File: src/rtl/greycode_pkg.sv
// Shared types and helpers for the Gray-code receive tracker.
package greycode_pkg;

  localparam int unsigned DefaultWidth = 4;

  typedef enum logic {IDLE, TRACK} state_e;

  // Prefix XOR from the MSB; zero-extend narrower Gray words before calling.
  function automatic logic [15:0] gray2bin(input logic [15:0] g);
    logic [15:0] b;
    b[15] = g[15];
    for (int i = 14; i >= 0; i--) begin
      b[i] = b[i+1] ^ g[i];
    end
    return b;
  endfunction

endpackage

File: src/rtl/greycode_decode.sv
// Combinational Gray-to-binary converter, inverse of binary_to_greycode.
module greycode_decode #(
  parameter int unsigned WIDTH = 4
) (
  input  logic [WIDTH-1:0] g,
  output logic [WIDTH-1:0] b
);

  always_comb begin
    b = '0;
    b[WIDTH-1] = g[WIDTH-1];
    for (int i = int'(WIDTH) - 2; i >= 0; i--) begin
      b[i] = b[i+1] ^ g[i];
    end
  end

endmodule

File: src/rtl/greycode_to_binary_tracker.sv
// Two-stage Gray decoder that classifies each sample against the previous one
// as a single step up/down or an illegal multi-step jump.
module greycode_to_binary_tracker
  import greycode_pkg::*;
#(
  parameter int unsigned WIDTH = DefaultWidth,
  parameter int unsigned ERR_W = 8
) (
  input  logic             clk,
  input  logic             rst,
  input  logic [WIDTH-1:0] G,
  input  logic             in_valid,
  output logic [WIDTH-1:0] B,
  output logic             out_valid,
  output logic             step_up,
  output logic             step_down,
  output logic             skip_err,
  output logic [ERR_W-1:0] err_cnt,
  output logic             tracking
);

  logic [WIDTH-1:0] g_q;
  logic             v_q;
  logic [WIDTH-1:0] b_new;
  logic [WIDTH-1:0] prev_q;
  logic [WIDTH-1:0] delta;
  state_e           state_q;

  always_ff @(posedge clk) begin
    if (rst) begin
      g_q <= '0;
      v_q <= 1'b0;
    end else begin
      v_q <= in_valid;
      if (in_valid) g_q <= G;
    end
  end

  greycode_decode #(
    .WIDTH (WIDTH)
  ) u_decode (
    .g (g_q),
    .b (b_new)
  );

  // Modulo-2^WIDTH difference: 1 is a step up, all-ones is a step down.
  assign delta = b_new - prev_q;

  always_ff @(posedge clk) begin
    if (rst) begin
      state_q   <= IDLE;
      prev_q    <= '0;
      B         <= '0;
      out_valid <= 1'b0;
      step_up   <= 1'b0;
      step_down <= 1'b0;
      skip_err  <= 1'b0;
      err_cnt   <= '0;
      tracking  <= 1'b0;
    end else begin
      out_valid <= v_q;
      step_up   <= 1'b0;
      step_down <= 1'b0;
      skip_err  <= 1'b0;
      if (v_q) begin
        B      <= b_new;
        prev_q <= b_new;
        case (state_q)
          IDLE: begin
            state_q  <= TRACK;
            tracking <= 1'b1;
          end
          TRACK: begin
            if (delta == WIDTH'(1)) begin
              step_up <= 1'b1;
            end else if (delta == '1) begin
              step_down <= 1'b1;
            end else if (delta != '0) begin
              skip_err <= 1'b1;
              if (err_cnt != '1) err_cnt <= err_cnt + ERR_W'(1);
            end
          end
          default: state_q <= IDLE;
        endcase
      end
    end
  end

endmodule

File: config.mk
export PLATFORM = sky130hd
export DESIGN_NAME = greycode_to_binary_tracker
export DESIGN_NICKNAME = d
export VERILOG_FILES = /design/src/rtl/greycode_pkg.sv /design/src/rtl/greycode_decode.sv /design/src/rtl/greycode_to_binary_tracker.sv
export SDC_FILE = /design/constraint.sdc
export NUM_CORES = 1
export LEC_CHECK = 0
export CAP_MARGIN = 40
export CORE_MARGIN = 2
export CORE_UTILIZATION = 46
export CTS_CLUSTER_DIAMETER = 100
export CTS_CLUSTER_SIZE = 14
export DETAILED_ROUTE_END_ITERATION = 6
export GPL_TIMING_DRIVEN = 0
export HOLD_SLACK_MARGIN = 0.15
export PLACE_DENSITY_LB_ADDON = 0.2
export REMOVE_ABC_BUFFERS = 1
export SYNTH_ARGS = -nofsm -noshare
export SYNTH_HDL_FRONTEND = slang
export SYNTH_HIERARCHICAL = 1
export SYNTH_SLANG_ARGS = --single-unit
File: constraint.sdc
create_clock -name clk -period 2.7 [get_ports clk]
set_input_delay 0.54 -clock clk [delete_from_list [all_inputs] [get_ports clk]]
set_output_delay 0.54 -clock clk [all_outputs]
set_load 0.05 [all_outputs]
==> results_dict.tcl <==
set metrics [dict create \
    place.detailed.hpwl_mm 1.68 \
    number_of_warnings_reported_in_the_yosys_synthesis_log 6 \
    netlist_area_um2 1270 \
    synthCells 137 \
    drtAntennaViolNets 0 \
    critical_path.n_buffers_inverters 1 \
    seq_area_um2 468 \
    cts.htree.levels 1 \
    gpl.final_weighted_congestion 0.803 \
    fin_util 0.617 \
    vdd_ir_drop_max_mv 0.376 \
    synth_top_area_cell "sky130_fd_sc_hd__dfxtp_1" \
    drt-wirelength-per-cell_um 12.7 \
    max-clock-path-buffers 2 \
    dieArea_um2 3200 \
    period_minus_slack_ns 2.68 \
    first_global_vias 877 \
    dp_slack_ns -0.231 \
    grt_pass1_wl_mm 3.91 \
    grt_max_degree 29 \
    critPathCaptureType "register" \
    yosysSeqAreaShare 0.362 \
    cts_tree "yes" \
    final_min_period_over_clock_period 0.994 \
    overall_power_consumption_uw 768 \
    grtUsageTotal 0.153 \
    critical_path.max_fanout 8 \
    hold_class "register to register" \
    netlist.area_leader.share 0.362 \
    outcome "complete, no violations" \
    final.setup.worst_slack_ns 0.0173 \
    worstSkewPairLatency_ns 0.32 \
    layout_commonest_cell "sky130_fd_sc_hd__clkdlybuf4s50_1" \
    final_layout_size_suffix_gt1_frac 0.206 \
    worst_path_most_repeated_cell "sky130_fd_sc_hd__mux2_4" \
    clock_buffer_count_from_cts 3 \
    drt_iter0_drc 20 \
    crit_required_ns 2.91 \
    dr_total_vias 985 \
    finalNetCount 173 \
    skew_ns 0.00990 \
    floorplan.core_area_um2 2690 \
    setup_violations 0 \
    routed_wl_mm 2.43 \
    layout.cells.most_common_list "sky130_fd_sc_hd__clkdlybuf4s50_1, sky130_fd_sc_hd__nor2_1, sky130_fd_sc_hd__dfxtp_1" \
    cp_slowest_stage_delay_ns 0.45 \
    timing.final.hold_violations 0 \
    clock-sinks 23 \
    power.density_nw_per_um2 463 \
    dp.cells 183 \
    height_of_the_die_um 56.6 \
    placement.io_buffers 23 \
    tightestPinTransition_ns 0.495 \
    cell_by_cell_listing_of_the_critical_path "xnor2_1, xnor2_2, inv_1, ha_4, fa_2, xor2_2, or3_4, nand3_2, mux2_4, mux2_4" \
    insertedDiodeCount 0 \
    global_route.overflow_total 0 \
    avgViaCountPerCell 5.16 \
    synth_area_leaders "sky130_fd_sc_hd__dfxtp_1, sky130_fd_sc_hd__mux2i_1, sky130_fd_sc_hd__mux2_2" \
    worst_slew_margin_rel 0.669 \
    std_cell_rows 19 \
    setup-tns-final_ns 0 \
    setup.worst_path.class "register to register" \
    detail_route.drc_violations 0 \
    fin_cells 191 \
    top_delay_family_on_crit_path "XOR/XNOR gates" \
    multi_input_comb_area_um2 835 \
    worstSetupStartpointType "register" \
    fmax_mhz 373 \
    die_width_um 56.6 \
    synth-seq-cells 23 \
    clk_pin_slew_worst_paths_ns 0.13 \
    cellLeakagePower_uw 0.000648 \
    drv_cap 0 \
    areaGrowthSynthToFinish_pct 30.3 \
    cpMaxStageDelayCell "sky130_fd_sc_hd__or3_4" \
    yosysUniqueCellTypes 31 \
    num-fill-cells 237 \
    max_slew_vio_count 0 \
    post_synth.cell_area_avg_um2 9.29 \
    worstPathArrival_ns 2.90 \
    grt_antenna_before_repair 0 \
    root_buffer "sky130_fd_sc_hd__clkbuf_4" \
    unrepaired_setup_endpoints_after_global_routing "yes" \
    start_util 0.474 \
    regToRegSetupSlack_ns 0.02 \
    drtPass1Iterations 4 \
    ioPinCount 24 \
    post_cts_hold_fix_bufs 0 \
]
-- flip-flops by register name, indices dropped and copies added (netlist names) --
| register | flops |
|---|---|
| step_down | 1 |
| state_q | 1 |
| step_up | 1 |
| tracking | 1 |
| out_valid | 1 |
| prev_q | 4 |
| g_q | 4 |
| skip_err | 1 |
| err_cnt | 8 |
| v_q | 1 |
-- tightest hold or removal path, cell delays in order, from the launching register on --
cell and delay [ns]:
sky130_fd_sc_hd__dfxtp_1 0.35, sky130_fd_sc_hd__a21oi_1 0.04, sky130_fd_sc_hd__nor2_1 0.07
-- per-layer routing --
layer | share of wire | vias up | GRT usage | routed length (µm)
met5 | 0 | - | 0 | 0
li1 | - | 507 | - | -
met1 | 0.48 | 459 | 0.193 | 1170
met3 | 0.025 | 5 | 0.0207 | 60
met2 | 0.48 | 14 | 0.257 | 1160
met4 | 0.021 | 0 | 0.0714 | 50
-- what timing repair did --
item	4_1_cts	5_1_grt
pin swaps	0	6
endpoints found under the setup margin	8	7
buffers inserted	0	3
gates resized for setup	7	12
-- Yosys cell counts --
cell type                   count
sky130_fd_sc_hd__a2111oi_0      1
sky130_fd_sc_hd__a21o_1         1
sky130_fd_sc_hd__a21oi_1        2
sky130_fd_sc_hd__and3_1         3
sky130_fd_sc_hd__and3b_4        1
sky130_fd_sc_hd__buf_2          3
sky130_fd_sc_hd__buf_4          1
sky130_fd_sc_hd__clkbuf_1       4
sky130_fd_sc_hd__dfxtp_1       23
sky130_fd_sc_hd__fa_1           1
sky130_fd_sc_hd__ha_1           4
sky130_fd_sc_hd__inv_1          6
sky130_fd_sc_hd__mux2_2         8
sky130_fd_sc_hd__mux2_4         1
sky130_fd_sc_hd__mux2i_1       14
sky130_fd_sc_hd__nand2_1        5
sky130_fd_sc_hd__nand2_8        1
sky130_fd_sc_hd__nand2b_1       2
sky130_fd_sc_hd__nand3_1       13
sky130_fd_sc_hd__nand4_1        1
sky130_fd_sc_hd__nor2_1        21
sky130_fd_sc_hd__nor2b_1        9
sky130_fd_sc_hd__nor3_1         2
sky130_fd_sc_hd__o21ai_4        1
sky130_fd_sc_hd__o311a_1        1
sky130_fd_sc_hd__or3_1          1
sky130_fd_sc_hd__or3_4          1
sky130_fd_sc_hd__xnor2_1        2
sky130_fd_sc_hd__xnor2_2        1
sky130_fd_sc_hd__xor2_1         2
sky130_fd_sc_hd__xor2_2         1
-- final timing paths --
| kind | from | end | cells past startpoint |
|---|---|---|---|
| max | g_q[1]$_SDFFE_PP0P_ | err_cnt[5]$_SDFFE_PP0P_ | 10 |
| max reg2reg | g_q[1]$_SDFFE_PP0P_ | err_cnt[5]$_SDFFE_PP0P_ | 10 |
| min | tracking$_SDFFE_PP0P_ | tracking$_SDFFE_PP0P_ | 2 |
| min reg2reg | tracking$_SDFFE_PP0P_ | tracking$_SDFFE_PP0P_ | 2 |
-- per-stage QoR --
step           hold WS (ns)  area [µm²]
5_1_grt               0.527        1660
2_1_floorplan         0.471        1230
4_1_cts               0.499        1560
3_5_place_dp          0.468        1500
3_3_place_gp          0.450        1500
6_report              0.485        1660
-- logic make-up after synthesis --
group | count (synthesis) | share of synthesized area
AO/OA/AOI/OAI | 6 | 0.0413
XOR/XNOR | 6 | 0.0531
adder cells (fa/ha/maj) | 5 | 0.0551
buffers and inverters | 14 | 0.0472
flip-flops | 23 | 0.362
multiplexers | 23 | 0.193
AND/OR/NAND/NOR | 60 | 0.249
-- layout make-up --
cell class	count	share of cell area
flip-flops and latches	23	0.282
repair buffers	27	0.162
well taps	31	0.0234
clock buffers	4	0.0158
inverters	6	0.0136
multi-input cells	100	0.503
-- power breakdown --
part           switching (µW)  leakage, µW  total [µW]  internal [µW]
Combinational             134     0.000444         241            107
Sequential               14.4     0.000189         365            350
Clock                     105    0.0000150         163           57.9
(Power assumes the default switching activity.)
